`src/rtl/a25_arb_pkg.sv`:
```
// a25 memory arbiter shared types: FSM states, grant select, counter widths.
// Timeout support is enabled with the A25_ARB_TIMEOUT_EN macro.
package a25_arb_pkg;

  typedef enum logic [1:0] {
    IDLE,
    I_ACC,
    D_ACC,
    D_LOCK
  } arb_state_e;

  typedef enum logic {
    GNT_I,
    GNT_D
  } arb_gnt_e;

  localparam int ARB_MAX_D_STREAK   = 4;
  localparam int ARB_TIMEOUT_CYCLES = 64;
  localparam int ARB_STREAK_W = $clog2(ARB_MAX_D_STREAK + 1);
  localparam int ARB_TMO_W    = $clog2(ARB_TIMEOUT_CYCLES + 1);

  function automatic int arb_cnt_w(input int n);
    return (n < 1) ? 1 : $clog2(n + 1);
  endfunction

endpackage

```
`src/rtl/a25_arb_timeout.sv`:
```
// Access watchdog: loadable down-counter that flags expiry while running.
// Instantiated by a25_mem_arbiter only when A25_ARB_TIMEOUT_EN is defined.
module a25_arb_timeout
  import a25_arb_pkg::*;
#(
  parameter int CYCLES = 64
) (
  input  logic clk,
  input  logic reset,
  input  logic i_load,
  input  logic i_run,
  output logic o_expire
);

  localparam int W = arb_cnt_w(CYCLES);
  localparam logic [W-1:0] LOAD_V = W'(CYCLES - 1);

  logic [W-1:0] r_cnt;

  always_ff @(posedge clk) begin
    if (reset) begin
      r_cnt <= '0;
    end else if (i_load) begin
      r_cnt <= LOAD_V;
    end else if (i_run && r_cnt != '0) begin
      r_cnt <= r_cnt - 1'b1;
    end
  end

  // loaded with CYCLES-1 so zero is reached in the CYCLES-th access cycle
  assign o_expire = i_run & ~i_load & (r_cnt == '0);

endmodule

```
`src/rtl/a25_mem_arbiter.sv`:
```
// a25 memory arbiter: shares one Wishbone port between fetch and data sides.
// Define A25_ARB_TIMEOUT_EN to abort accesses that are never acknowledged.
module a25_mem_arbiter
  import a25_arb_pkg::*;
#(
  parameter int ADDR_W         = 32,
  parameter int DATA_W         = 32,
  parameter int MAX_D_STREAK   = 4,
  parameter int TIMEOUT_CYCLES = 64
) (
  input  logic                clk,
  input  logic                reset,
  input  logic [ADDR_W-1:0]   i_iaddress,
  input  logic                i_iaddress_valid,
  output logic                o_i_done,
  output logic [DATA_W-1:0]   o_i_read_data,
  input  logic [ADDR_W-1:0]   i_daddress,
  input  logic                i_daddress_valid,
  input  logic                i_write_enable,
  input  logic [DATA_W/8-1:0] i_byte_enable,
  input  logic [DATA_W-1:0]   i_write_data,
  input  logic                i_exclusive,
  output logic                o_d_done,
  output logic [DATA_W-1:0]   o_d_read_data,
  output logic [ADDR_W-1:0]   o_wb_adr,
  output logic [DATA_W/8-1:0] o_wb_sel,
  output logic                o_wb_we,
  output logic [DATA_W-1:0]   o_wb_dat,
  output logic                o_wb_cyc,
  output logic                o_wb_stb,
  input  logic                i_wb_ack,
  input  logic [DATA_W-1:0]   i_wb_dat,
  output logic                o_bus_err
);

  localparam int SEL_W = DATA_W / 8;
  localparam int SW    = arb_cnt_w(MAX_D_STREAK);
  localparam logic [SW-1:0] STREAK_MAX = SW'(MAX_D_STREAK);

  arb_state_e          r_state, w_state;
  logic [ADDR_W-1:0]   r_adr, w_adr;
  logic [SEL_W-1:0]    r_sel, w_sel;
  logic                r_we, w_we;
  logic [DATA_W-1:0]   r_dat, w_dat;
  logic                r_cyc, w_cyc;
  logic                r_stb, w_stb;
  logic                r_lock, w_lock;
  logic                r_excl, w_excl;
  logic [SW-1:0]       r_streak, w_streak;

  logic     w_grant;
  arb_gnt_e w_gnt;
  logic     w_d_wins;
  logic     w_i_wins;
  logic     w_run;
  logic     w_tmo;
  logic     w_i_ack;
  logic     w_d_ack;
  logic     w_i_end;
  logic     w_d_end;

  // data wins unless the fetch side has already waited MAX_D_STREAK grants
  assign w_d_wins = i_daddress_valid &
                    (~i_iaddress_valid | (r_streak != STREAK_MAX));
  assign w_i_wins = i_iaddress_valid & ~w_d_wins;
  assign w_run    = (r_state == I_ACC) | (r_state == D_ACC);

  always_ff @(posedge clk) begin
    if (reset) begin
      r_state  <= IDLE;
      r_adr    <= '0;
      r_sel    <= '0;
      r_we     <= 1'b0;
      r_dat    <= '0;
      r_cyc    <= 1'b0;
      r_stb    <= 1'b0;
      r_lock   <= 1'b0;
      r_excl   <= 1'b0;
      r_streak <= '0;
    end else begin
      r_state  <= w_state;
      r_adr    <= w_adr;
      r_sel    <= w_sel;
      r_we     <= w_we;
      r_dat    <= w_dat;
      r_cyc    <= w_cyc;
      r_stb    <= w_stb;
      r_lock   <= w_lock;
      r_excl   <= w_excl;
      r_streak <= w_streak;
    end
  end

  always_comb begin
    w_state  = r_state;
    w_adr    = r_adr;
    w_sel    = r_sel;
    w_we     = r_we;
    w_dat    = r_dat;
    w_cyc    = r_cyc;
    w_stb    = r_stb;
    w_lock   = r_lock;
    w_excl   = r_excl;
    w_streak = r_streak;
    w_grant  = 1'b0;
    w_gnt    = GNT_D;
    unique case (r_state)
      IDLE: begin
        unique case (1'b1)
          w_d_wins: begin
            w_grant = 1'b1;
            w_gnt   = GNT_D;
          end
          w_i_wins: begin
            w_grant = 1'b1;
            w_gnt   = GNT_I;
          end
          default: ;
        endcase
      end
      D_LOCK: begin
        if (i_daddress_valid) begin
          w_grant = 1'b1;
          w_gnt   = GNT_D;
        end
      end
      I_ACC, D_ACC: begin
        if (i_wb_ack) begin
          w_stb = 1'b0;
          if (r_state == D_ACC) w_lock = r_excl;
          w_cyc   = w_lock;
          w_state = w_lock ? D_LOCK : IDLE;
        end else if (w_tmo) begin
          w_stb   = 1'b0;
          w_cyc   = 1'b0;
          w_lock  = 1'b0;
          w_state = IDLE;
        end
      end
      default: w_state = IDLE;
    endcase
    if (w_grant) begin
      w_cyc = 1'b1;
      w_stb = 1'b1;
      if (w_gnt == GNT_D) begin
        w_state  = D_ACC;
        w_adr    = i_daddress;
        w_sel    = i_byte_enable;
        w_we     = i_write_enable;
        w_dat    = i_write_data;
        w_excl   = i_exclusive;
        if (!i_iaddress_valid) w_streak = '0;
        else if (r_streak != STREAK_MAX) w_streak = r_streak + 1'b1;
      end else begin
        w_state  = I_ACC;
        w_adr    = i_iaddress;
        w_sel    = '1;
        w_we     = 1'b0;
        w_dat    = '0;
        w_excl   = 1'b0;
        w_streak = '0;
      end
    end
  end

`ifdef A25_ARB_TIMEOUT_EN
  a25_arb_timeout #(
    .CYCLES(TIMEOUT_CYCLES)
  ) u_tmo (
    .clk     (clk),
    .reset   (reset),
    .i_load  (w_grant),
    .i_run   (w_run),
    .o_expire(w_tmo)
  );
  assign o_bus_err = (w_i_end | w_d_end) & ~i_wb_ack;
`else
  logic w_unused_tmo;
  assign w_tmo        = 1'b0;
  assign w_unused_tmo = w_run ^ (TIMEOUT_CYCLES > 0);
  assign o_bus_err    = 1'b0;
`endif

  assign w_i_ack = (r_state == I_ACC) & i_wb_ack & ~reset;
  assign w_d_ack = (r_state == D_ACC) & i_wb_ack & ~reset;
  assign w_i_end = (r_state == I_ACC) & (i_wb_ack | w_tmo) & ~reset;
  assign w_d_end = (r_state == D_ACC) & (i_wb_ack | w_tmo) & ~reset;

  assign o_i_done      = w_i_end;
  assign o_d_done      = w_d_end;
  assign o_i_read_data = w_i_ack ? i_wb_dat : '0;
  assign o_d_read_data = w_d_ack ? i_wb_dat : '0;

  assign o_wb_adr = r_adr;
  assign o_wb_sel = r_sel;
  assign o_wb_we  = r_we;
  assign o_wb_dat = r_dat;
  assign o_wb_cyc = r_cyc;
  assign o_wb_stb = r_stb;

endmodule

```
`config.mk`:
```
export PLATFORM = sky130hd
export DESIGN_NAME = a25_mem_arbiter
export DESIGN_NICKNAME = d
export VERILOG_FILES = /design/src/rtl/a25_arb_pkg.sv /design/src/rtl/a25_arb_timeout.sv /design/src/rtl/a25_mem_arbiter.sv
export SDC_FILE = /design/constraint.sdc
export NUM_CORES = 1
export LEC_CHECK = 0
export ABC_AREA = 1
export CORE_MARGIN = 4
export CORE_UTILIZATION = 31
export CTS_CLUSTER_DIAMETER = 80
export DETAILED_ROUTE_END_ITERATION = 16
export PLACE_DENSITY_LB_ADDON = 0.3
export SLEW_MARGIN = 10
export SYNTH_ARGS = -nofsm -noshare
export SYNTH_HDL_FRONTEND = slang
export SYNTH_HIERARCHICAL = 1
export SYNTH_SLANG_ARGS = --single-unit
```
`constraint.sdc`:
```
create_clock -name clk -period 2.19 [get_ports clk]
set_input_delay 0.5475 -clock clk [delete_from_list [all_inputs] [get_ports clk]]
set_output_delay 0.5475 -clock clk [all_outputs]
set_load 0.02 [all_outputs]
```
==> results.md, run 1 <==
- The flow ran to the end, and the final reports show no timing, DRC or antenna violations.
- The number of global-route vias before repair is between 4,000 and 5,000.
- The placed cell area is between 7000 and 8000 sq um.
- The vertical die dimension is 125 um.
- Leaving out fill and tap cells, the most frequent cell in the layout is sky130_fd_sc_hd__clkdlybuf4s50_1.
- The largest net degree at the start of global routing is slightly above 70.
- The post-route cell area is ~7400 sq um.
- Setup violations remaining at the end of the flow were counted as 0.
- The arrival time of the worst setup path is between 1.5 and 2 ns.
- Dividing the detail-routed via count by the number of cells gives ~4.4.
- The clock period minus worst slack is approximately 2.1 ns.
- The total die area is ~16,000 sq um.
- The via count is roughly 4,500.
- Hold repair after CTS inserted 0 buffers.
- TritonCTS built the clock tree.
- For this design the static power due to leakage is 3.43 nW.
- Synthesis produced roughly 590 cells.
- IR analysis of the VDD net gives a maximum drop of slightly below 0.0007 V.
- The final count of pins violating max slew is 0.
- The family with the most delay on the worst path is buffers and inverters.
- Setup repair after global routing could not meet its margin everywhere.
- The area of the mapped netlist is approximately 4200 sq um.
- The number of buffers and inverters on the critical path is 3.
- Once the clock tree was built, the setup fixing pass inserted 0 buffers.
- The remaining global-route overflow is 0.
- The worst-case register-to-register setup slack is between 0.4 and 0.5 ns.
- In the finished design, the share of the clock period the worst path needs comes to 98.1%.
- The completed layout was analyzed and its total power is between 8 and 9 mW.
- After synthesis the netlist holds a flip-flop and latch count of 78.
- The cell row count is between 40 and 50.
- After detailed routing, the average wire length per cell comes to 14.6 um.
- The clock net sink count is between 70 and 80.
- The number of warnings printed during yosys synthesis is 6.
- The primary flip-flop cell chosen by synthesis mapping is sky130_fd_sc_hd__dfxtp_1.
- In this run the horizontal extent of the chip is 125 um.
- Leaving out fill and tap cells, the most frequent cells in the layout are sky130_fd_sc_hd__clkdlybuf4s50_1 (207), sky130_fd_sc_hd__nand2_1 (205), sky130_fd_sc_hd__dfxtp_1 (77).
- Relative to the synthesized area, the layout overhead comes to 75.9%.
- Along the worst path, the maximum fanout reaches 16.
- The first routing iteration left ~320 violations.
- The tightest min-delay check is of the flip-flop to flip-flop type.
- After detailed routing, the total wire length is around 15,000 um.
- The estimated wirelength of the detail-placed design is ~11,000 um.
- The synthesized design contains 0 enable-type register cells.
- In this run the power density over the cells is around 1200 nW/um^2.
- The tool flagged a number of max-cap violations equal to 0.
- The synthesized netlist net count is around 730.
- CTS built an H-tree with a depth of 3.
- The worst-case clock skew is between 0.005 and 0.006 ns.
- The mean instance size in the synthesized netlist is 7.16 sq um.
- Walking the worst path, the cells encountered are inv_1 -> ha_2 -> nand3_4 -> bufbuf_16 -> nor2_1 -> buf_4.
- The sequential-to-total area share from yosys stat is between 30 and 40%.
- In the routed design, unresolved DRC markers number 0.
- The remaining max-slew budget at the tightest pin is between 30% and 40%.
- The remaining number of nets flagged by the antenna check after routing is 0.
- The congestion estimate from routability-driven global placement came to 0.949.
- The global-route wire length before repair is 23,900 um.
- At the worst endpoint, the required time is between 1.5 and 2 ns.
- The final-report hold violation count is 0.
- The worst setup path is of the flip-flop to output port kind.
- The fraction of synthesis flops using an asynchronous set or reset pin is 0%.
- Clock tree synthesis selected as its root buffer the cell sky130_fd_sc_hd__clkbuf_16.
- Clock-pin slew was measured on the worst setup and hold paths at 0.06 ns.
- In this design, the stage delay of the slowest critical-path cell is approximately 0.32 ns.
- Counting the buffers created by CTS gives 9.
- The critical path endpoint category is an output port.
- Fill cells in the final layout number around 1,300.
- Summed over all failing endpoints, the final setup total negative slack is 0 ns.
- The core region area is approximately 13,000 sq um.
- The initial utilization of the core area, before any placement, comes to between 30% and 40%.
- The repair_antennas step left the layout with diodes totalling 0.
- The total I/O pin count is 277.
- The number of buffers on the longest clock path is 2.
- Buffers placed on the I/O ports in this run total roughly 280.
- The startpoint class of the critical path is a flip-flop.
- The insertion delay to the later sink of the worst-skew pair is between 0.3 and 0.4 ns.
- Derived from the worst setup path, the maximum achievable clock frequency is about 470 MHz.
- The synthesized netlist contains 23 unique library cells.
- The number of antenna violations at the first check in global routing came to 1.
- At the end of the flow, the number of nets in the layout was roughly 1,000.
- The total global routing track utilization is between 10% and 20%.
- For the pin with the worst max-slew slack, the measured transition is 1.00 ns.
- The ratio of cells with drive above 1 in the final layout is 23.6%.
- Before antenna repair, the detailed router went through 4 iterations.
- Among all stages on the critical path, the largest delay is contributed by sky130_fd_sc_hd__dfxtp_1.
-- worst register-to-register path, cell delays in order (launching register included) --
cell	delay [ns]
sky130_fd_sc_hd__dfxtp_2	0.35
sky130_fd_sc_hd__inv_1	0.06
sky130_fd_sc_hd__ha_1	0.25
sky130_fd_sc_hd__nand2_4	0.14
sky130_fd_sc_hd__inv_2	0.06
sky130_fd_sc_hd__nand2_4	0.09
sky130_fd_sc_hd__nand3_4	0.14
sky130_fd_sc_hd__inv_6	0.20
sky130_fd_sc_hd__buf_4	0.20
sky130_fd_sc_hd__nand2_4	0.05
sky130_fd_sc_hd__a21oi_2	0.10
-- path summary, 6_finish.rpt --
kind                                          startpoint  depth (start not counted)                        to
worst max register to register   r_state[0]$_SDFFE_PP0P_                         10       r_excl$_SDFFE_PP0P_
worst max-delay path             r_state[1]$_SDFFE_PP0P_                          6         o_i_read_data[12]
worst min register to register  o_wb_adr[8]$_SDFFE_PP0P_                          2  o_wb_adr[8]$_SDFFE_PP0P_
worst min-delay path            o_wb_adr[8]$_SDFFE_PP0P_                          2  o_wb_adr[8]$_SDFFE_PP0P_
-- through the flow --
step,utilization [%],hold WS (ns),setup slack (ns),std cells
5_1_grt,55.7,0.481,-0.0371,1042
3_5_place_dp,54.3,0.454,-0.641,1025
2_1_floorplan,-,0.450,0.118,588
4_1_cts,55.9,0.464,0.0242,1042
3_3_place_gp,54.3,0.452,-0.632,1025
6_report,55.7,0.461,0.0424,1042
-- repair_timing --
item | in CTS | in global routing
endpoints found under the hold margin | 0 | 0
gates resized for setup | 256 | 50
gates cloned | 2 | 0
setup endpoints to repair | 66 | 46
pin swaps | 1 | 0
-- report_power, final --
group / internal, mW / switching, mW / leakage (nW) / total [mW]
clock: 0.968 / 0.570 / 0.151 / 1.54
combinational: 2.15 / 2.76 / 2.64 / 4.91
sequential: 1.91 / 0.242 / 0.641 / 2.15
-- cell usage after synthesis (9+ instances only) --
master	number	area share (%)
sky130_fd_sc_hd__nand2_1	205	18
sky130_fd_sc_hd__dfxtp_1	78	37
sky130_fd_sc_hd__nor2_1	78	7.0
sky130_fd_sc_hd__inv_1	48	4.3
sky130_fd_sc_hd__a21oi_2	38	7.9
sky130_fd_sc_hd__nand2_4	34	9.1
sky130_fd_sc_hd__a21oi_1	33	3.9
sky130_fd_sc_hd__buf_2	13	1.5
sky130_fd_sc_hd__clkbuf_1	13	1.2
sky130_fd_sc_hd__nand3_1	10	1.2
sky130_fd_sc_hd__nand2_2	9	1.3
-- flip-flops by register name, indices dropped and copies added (netlist names) --
name / count
r_lock: 1
o_wb_cyc: 1
o_wb_dat: 32
o_wb_sel: 4
r_state: 2
o_wb_we: 1
r_streak: 3
r_excl: 1
o_wb_stb: 1
o_wb_adr: 32
-- kinds of logic after synthesis --
logic type,after synthesis,share of synthesized area [%]
buf+inv,85,10.1
simple gates,337,37.3
compound gates,81,13.7
flops,78,37.1
other cells,1,0.0890
fa+ha+maj,6,1.78
-- final cells by class --
class	instances	area [sq um]	area share [%]
clock inverter	3	42.5	0.574
timing repair buffer	298	2860	38.5
clock buffer	12	267	3.60
inverter	50	193	2.60
sequential	78	1560	21.1
multi-input combinational	425	2270	30.6
tap	176	220	2.97
-- layer usage --
layer / GRT usage [%] / part of all wire, % / wire length (um) / vias to the layer above
li1: - / - / - / 2332
met1: 22.7 / 41 / 6280 / 2013
met2: 31.6 / 47 / 7150 / 174
met3: 6.86 / 9.0 / 1370 / 23
met4: 6.32 / 2.4 / 369 / 2
met5: 0 / 0.086 / 13 / -
Power figures use the tool's default switching activity.
==> run 2, diff against run 1 <==
--- a/config.mk
+++ b/config.mk
@@ -6,7 +6,6 @@
 export NUM_CORES = 1
 export LEC_CHECK = 0
 export ABC_AREA = 1
-export CORE_MARGIN = 4
 export CORE_UTILIZATION = 31
 export CTS_CLUSTER_DIAMETER = 80
 export DETAILED_ROUTE_END_ITERATION = 16
==> run 2 against run 1 <==
  * Utilization decreased by 0.11 points
  * Combinational power about the same
  * Die area decreased by 9.4%
  * Non-clock buffer count increased by 3
  * Largest cell class unchanged
  * Hold slack improved by 0.00088 ns
==> results.md, run 2 (synthesis results as in run 1) <==
- The run finished with clean final reports.
- The cell row count is between 40 and 50.
- Prior to clock tree synthesis, the placed netlist has a worst setup slack of -0.626 ns.
- In this run the clock root is driven by a sky130_fd_sc_hd__clkbuf_16.
- The max-capacitance violation count is 0.
- The number of antenna violations at the first check in global routing was 0.
- The startpoint identified for the worst register-to-register timing path is r_state[1]$_SDFFE_PP0P_.
- In the layout the commonest cells are sky130_fd_sc_hd__clkdlybuf4s50_1 (207), sky130_fd_sc_hd__nand2_1 (205), sky130_fd_sc_hd__dfxtp_1 (77).
- The most common cell after layout, fill and taps aside is sky130_fd_sc_hd__clkdlybuf4s50_1.
- Buffers inserted during clock tree synthesis total 9.
- The number of cells on the worst reg-to-reg path is 10.
- The placed cell count is approximately 1,000.
- Summed over all layers, the global routing overflow is 0.
- The leakage component of the power is 3.43 nW.
- The final number of setup-violating endpoints is 0.
- The critical path endpoint category is an output port.
- The worst setup path is launched from a flip-flop.
- The placed cell area is roughly 7200 sq um.
- The port buffer count is between 200 and 300.
- The final-report hold violation count is 0.
- The insertion delay to the later sink of the worst-skew pair is around 0.34 ns.
- The final count of pins violating max slew is 0.
- Across the routed clock network, the largest skew measured is about 0.006 ns.
- The clock passes through at most 2 buffers.
- The first global-routing pass estimated 22,200 um of wire.
- Tracing the worst setup path back leads to its startpoint at r_state[0]$_SDFFE_PP0P_.
- The horizontal die dimension is ~120 um.
- The clock net sink count is just under 80.
- Setup repair after global routing could not meet its margin everywhere.
- The min-delay analysis places its worst path in the category flip-flop to flip-flop.
- The number of global-route vias before repair was approximately 4,300.
- The post-route cell area is approximately 7400 sq um.
- The slew at the pin closest to its max-slew limit is just over 1 ns.
- The finished layout holds roughly 1,000 standard cells, fillers aside.
- The total I/O pin count is 277.
- The per-cell via count in the routed design is 4.35.
- The ratio of final minimum period to clock period is 99.1%.
- 0 antenna diodes ended up in the layout.
- The remaining max-slew budget at the tightest pin is about 32%.
- The initial utilization of the core area, before any placement, comes to 31.8%.
- The wire length after detailed routing is around 14,000 um.
- In this run the power density over the cells is approximately 1200 nW/um^2.
- At the worst endpoint, the required time is 1.64 ns.
- In the post-route analysis, the smallest setup slack over all paths is about 0.02 ns.
- The via count is approximately 4,600.
- CTS built an H-tree with a depth of 3.
- The congestion estimate from routability-driven global placement came to between 0.7 and 0.8.
- Clock-pin slew was measured on the worst setup and hold paths at about 0.060 ns.
- Entering global routing, the biggest net connects 72 pins.
- After the last flow step, the layout net total stands at between 1,000 and 1,500.
- The worst supply voltage drop on vdd is a little over 0.0006 V.
- The arrival time of the worst setup path is ~1.6 ns.
- Before antenna repair, the detailed router went through 4 iterations.
- The number of DRC markers in iteration 0 is roughly 160.
- Adding up every negative setup slack in the final design gives 0 ns.
- The total global routing track utilization is approximately a fifth.
- The total die area is between 10,000 and 15,000 sq um.
- Cells with a size suffix above 1 make up about a quarter of the layout.
- The post-detailed-route DRC marker count is 0.
- The reg-to-reg critical path endpoint is r_streak[0]$_SDFFE_PP0P_.
- The worst-case register-to-register setup slack is approximately 0.47 ns.
- The average detailed-routed wire length per instance is 13.8 um.
- The critical path is of the flip-flop to output port type.
- From synthesis to final layout, the design area changed by 74.9%.
- The core region area is 13,200 sq um.
- Counting I/O delays and the setup requirement, the final critical path takes 2.17 ns.
- The vertical die dimension is ~120 um.
- Following the worst setup path forward leads to its endpoint at o_d_read_data[11].
- TritonCTS built the clock tree.
- The estimated wirelength of the detail-placed design is around 10,000 um.
- The count of nets left with antenna violations once routing finished came out at 0.
- For this run, the top clock speed supported by timing is ~460 MHz.
- The maximum fanout count along the critical path is 17.
-- run 2: how the worst min path moves through the flow --
stage	endpoint	cells after the start	slack (ns)	startpoint
6_report	o_wb_adr[17]$_SDFFE_PP0P_	2	0.46	o_wb_adr[17]$_SDFFE_PP0P_
5_1_grt	o_wb_adr[19]$_SDFFE_PP0P_	2	0.48	o_wb_adr[19]$_SDFFE_PP0P_
4_1_cts	o_wb_adr[19]$_SDFFE_PP0P_	2	0.46	o_wb_adr[19]$_SDFFE_PP0P_
3_5_place_dp	o_wb_adr[19]$_SDFFE_PP0P_	2	0.45	o_wb_adr[19]$_SDFFE_PP0P_
3_3_place_gp	o_wb_adr[19]$_SDFFE_PP0P_	2	0.45	o_wb_adr[19]$_SDFFE_PP0P_
2_1_floorplan	r_lock$_SDFFE_PP0P_	2	0.45	r_lock$_SDFFE_PP0P_
-- run 2: critical path, stage by stage, from the launching register on --
cell                              delay [ns]
sky130_fd_sc_hd__dfxtp_2                0.33
sky130_fd_sc_hd__inv_1                  0.08
sky130_fd_sc_hd__ha_2                   0.22
sky130_fd_sc_hd__nand3_4                0.11
sky130_fd_sc_hd__buf_12                 0.18
sky130_fd_sc_hd__nor2_1                 0.09
sky130_fd_sc_hd__clkdlybuf4s15_2        0.26
-- run 2: cell type report --
class / count / area [sq um]
flip-flops and latches: 78 / 1560
fillers: 1306 / 5880
multi-input cells: 425 / 2260
repair buffers: 301 / 2830
clock inverters: 7 / 80.1
inverters: 50 / 193
clock buffers: 9 / 225
well taps: 176 / 220
-- run 2: what timing repair did --
action,in CTS,in global routing
hold buffers,0,0
endpoints found under the setup margin,66,56
setup buffers,0,0
resized for setup,223,61
gates cloned,0,3
pin swaps,0,0
endpoints found under the hold margin,0,0
-- run 2: layer usage --
metal | GRT usage, % | part of all wire (%) | vias to the layer above | wire length (um)
met4 | 5.46 | 1.3 | 0 | 193
met5 | 0 | 0 | - | 0
met2 | 36.3 | 50 | 150 | 7220
met1 | 22.5 | 42 | 2043 | 6030
li1 | - | - | 2345 | -
met3 | 5.74 | 6.7 | 12 | 972
-- run 2: metrics by stage --
stage / utilization, % / total power [mW] / hold slack (ns)
2_1_floorplan: - / 5.14 / 0.450
3_3_place_gp: 54.6 / 7.14 / 0.453
3_5_place_dp: 54.6 / 7.15 / 0.454
4_1_cts: 56.6 / 8.70 / 0.464
5_1_grt: 55.6 / 9.17 / 0.479
6_report: 55.6 / 8.60 / 0.462
-- run 2: where the power goes --
part	switching [mW]	internal [mW]	leakage (nW)
clock network	0.644	0.899	0.148
logic	2.77	2.15	2.64
registers	0.238	1.91	0.641
total	3.65	4.95	3.43
==> run 3, diff against run 2 <==
--- a/config.mk
+++ b/config.mk
@@ -7,6 +7,7 @@
 export LEC_CHECK = 0
 export ABC_AREA = 1
 export CORE_UTILIZATION = 31
+export CTS_BUF_LIST = sky130_fd_sc_hd__clkbuf_4 sky130_fd_sc_hd__clkbuf_8
 export CTS_CLUSTER_DIAMETER = 80
 export DETAILED_ROUTE_END_ITERATION = 16
 export PLACE_DENSITY_LB_ADDON = 0.3
==> run 3 against run 2 <==
  * Global-route usage increased by 0.35 points
  * Sequential power about the same
  * Critical path type is now input pin to output port
  * Cell count increased by 0.48%
  * Sequential cell count unchanged
  * Sequential share of layout area decreased by 0.42 points
  * Critical endpoint is now o_d_read_data[5]
  * Final area increased by 2.2%
  * Die area unchanged
  * Highest routed layer unchanged
  * Clock-buffer cell count unchanged
  * Setup slack improved by 0.0050 ns
  * Combinational power increased by 3%
  * Critical path depth decreased by 1
==> results.md, run 3 (synthesis results as in run 1) <==
- For this run, the slowest stage of the critical path takes roughly 0.36 ns.
- The run finished with clean final reports.
- The final number of setup-violating endpoints is 0.
- Input and output buffers added on the ports amount to 275.
- Global routing used approximately 20% of the available tracks across all layers.
- The number of filler instances in the final layout is between 1,000 and 1,500.
- The count of antenna diodes in the layout is 0.
- On the final layout, the worst hold slack is around 0.47 ns.
- The placed cell area is 7230 sq um.
- The total die area is about 14,000 sq um.
- The arrival time of the worst setup path is roughly 1.6 ns.
- The worst hold-check path type is flip-flop to flip-flop.
- The wire length after detailed routing is roughly 15,000 um.
- Measured along the y axis, the die boundary spans approximately 120 um.
- The post-route met1 wirelength is 6010 um.
- The worst register-to-register path ends at r_state[0]$_SDFFE_PP0P_.
- The critical path depth is 5.
- The most common cell after layout, fill and taps aside is sky130_fd_sc_hd__clkdlybuf4s50_1.
- IR analysis of the VDD net gives a maximum drop of between 0.0006 and 0.0007 V.
- The final count of pins violating max slew is 0.
- The routability congestion estimate is 0.797.
- No sink is reached through more buffers than the 2 on the longest clock path.
- The number of antenna violations at the first check in global routing is 0.
- The growth of design area from synthesis to finish is 78.8%.
- The number of cells on the worst reg-to-reg path is 8.
- The estimated wirelength of the detail-placed design is roughly 10,000 um.
- The leakage component of the power is between 3 and 4 nW.
- The detailed router placed 4,596 vias in this run.
- On the critical path, the stage with the largest delay is an instance of sky130_fd_sc_hd__dlygate4sd2_1.
- After detailed routing, the met3 layer carries between 1000 and 1500 um of wire.
- The max-capacitance violation count is 0.
- The critical path launch point is i_wb_ack.
- The worst-case register-to-register setup slack is between 0.4 and 0.5 ns.
- The horizontal die dimension is 119 um.
- The startpoint class of the critical path is an input pin.
- The cell row count is 42.
- The met2 wire length is about 7400 um.
- Once layout is complete, the utilization of the core stands at about 57%.
- Using the TritonRoute via totals, the vias-per-cell ratio works out to around 4.4.
- Grouping stages by cell kind, the critical path spends the most delay in buffers and inverters.
- The core region area is 13,200 sq um.
- The number of detailed-route iterations in the first pass is 4.
- The insertion delay to the later sink of the worst-skew pair is 0.36 ns.
- The endpoint of the most critical setup path is o_d_read_data[5].
- The net total in the final layout is between 1,000 and 1,500.
- The number of global-route vias before repair is 4,302.
- The count of nets left with antenna violations once routing finished came out at 0.
- In the routed design, unresolved DRC markers number 0.
- The critical path contains buffers and inverters numbering 3 combined.
- TritonCTS built the clock tree.
- The clock period minus worst slack is ~2.2 ns.
- The worst flop-to-flop path startpoint is r_state[0]$_SDFFE_PP0P_.
- The ratio of cells with drive above 1 in the final layout is 26.9%.
- Based on the critical path, the design can be clocked at up to about 460 MHz.
- The critical path endpoint category is an output port.
- The initial core utilization is a little under a third.
- In this run the top signal layer used is met4.
- The clock slew at the register clock pins of the worst setup and hold paths is approximately 0.090 ns.
- Setup repair after global routing could not meet its margin everywhere.
- The total overflow left after global routing is 0.
- Dividing the detail-routed wire length by the instance count gives between 10 and 15 um.
- The critical path required time is ~1.6 ns.
- The top cell types in the final layout, fill and taps aside, are sky130_fd_sc_hd__clkdlybuf4s50_1 (207), sky130_fd_sc_hd__nand2_1 (205), sky130_fd_sc_hd__dfxtp_1 (76).
- Clock tree synthesis found a total of 78 sinks.
- The largest net degree at the start of global routing is between 70 and 80.
- The total power density per cell area is around 1100 nW/um^2.
- The final-report hold violation count is 0.
- The kind of critical path is input pin to output port.
- The ratio of final minimum period to clock period is 98.9%.
- On the final layout, the worst clock skew is around 0.011 ns.
- The number of DRC markers in iteration 0 is about 200.
- The slew at the pin closest to its max-slew limit is roughly 1 ns.
- The remaining max-slew budget at the tightest pin is between 30% and 40%.
- The total number of H-tree levels is 3.
- The total CTS buffers is 9.
- Once layout is done, the placed cells without fillers occupy ~7500 sq um.
- Power comes to between 8 and 9 mW.
- The global-route wire length before repair is between 20,000 and 25,000 um.
- The root buffer cell is sky130_fd_sc_hd__clkbuf_8.
- The maximum fanout count along the critical path is 8.
- Pin placement for this block handled 277 I/O pins.
- The critical path goes through dlygate4sd2_1 -> nand3_4 -> clkbuf_16 -> nor2_4 -> buf_6.
-- run 3: metal layers --
layer / GRT usage, % / vias to the layer above
met5: 0 / -
met4: 4.98 / 0
met3: 6.27 / 17
met2: 36.9 / 163
met1: 22.9 / 2065
li1: - / 2351
-- run 3: worst min-delay path by stage --
stage | startpoint | end | cells past startpoint
floorplan | r_lock$_SDFFE_PP0P_ | r_lock$_SDFFE_PP0P_ | 2
global placement | o_wb_adr[19]$_SDFFE_PP0P_ | o_wb_adr[19]$_SDFFE_PP0P_ | 2
detailed placement | o_wb_adr[19]$_SDFFE_PP0P_ | o_wb_adr[19]$_SDFFE_PP0P_ | 2
CTS | o_wb_adr[19]$_SDFFE_PP0P_ | o_wb_adr[19]$_SDFFE_PP0P_ | 2
global route | o_wb_adr[19]$_SDFFE_PP0P_ | o_wb_adr[19]$_SDFFE_PP0P_ | 2
finish | o_wb_adr[19]$_SDFFE_PP0P_ | o_wb_adr[19]$_SDFFE_PP0P_ | 2
-- run 3: metrics by stage --
stage / setup TNS [ns] / worst slack [ns] / cells
after global placement: -32.91 / -0.622 / 1027
after CTS: 0 / 0.00506 / 1045
final: 0 / 0.0249 / 1051
after detailed placement: -33.22 / -0.626 / 1027
after global routing: -0.0893 / -0.0203 / 1051
after floorplan: 0 / 0.118 / 588
-- run 3: layout make-up --
| type | count | area, sq um | share of cell area, % |
|---|---|---|---|
| tap | 176 | 220 | 2.92 |
| inverter | 50 | 195 | 2.59 |
| timing repair buffer | 306 | 2990 | 39.7 |
| sequential | 78 | 1570 | 20.8 |
| clock buffer | 9 | 124 | 1.65 |
| clock inverter | 7 | 80.1 | 1.06 |
| multi-input combinational | 425 | 2350 | 31.3 |
-- run 3: power by group --
group          internal, mW  switching, mW
Sequential             1.91          0.250
Clock                 0.543          0.591
Combinational          2.24           2.82
-- run 3: worst reg2reg max path, stage by stage (launching register included) --
cell and delay (ns):
sky130_fd_sc_hd__dfxtp_4 0.38, sky130_fd_sc_hd__buf_4 0.14, sky130_fd_sc_hd__ha_1 0.20, sky130_fd_sc_hd__o21ai_2 0.25, sky130_fd_sc_hd__nand2_4 0.11, sky130_fd_sc_hd__nand2_4 0.11
sky130_fd_sc_hd__buf_4 0.24, sky130_fd_sc_hd__nand3_1 0.09, sky130_fd_sc_hd__a21oi_1 0.15
-- run 3: what timing repair did --
action / in CTS / in global routing
hold buffers: 0 / 0
setup endpoints to repair: 66 / 58
hold endpoints to repair: 0 / 0
setup buffers: 1 / 1
cloned: 1 / 5
resized for setup: 255 / 100
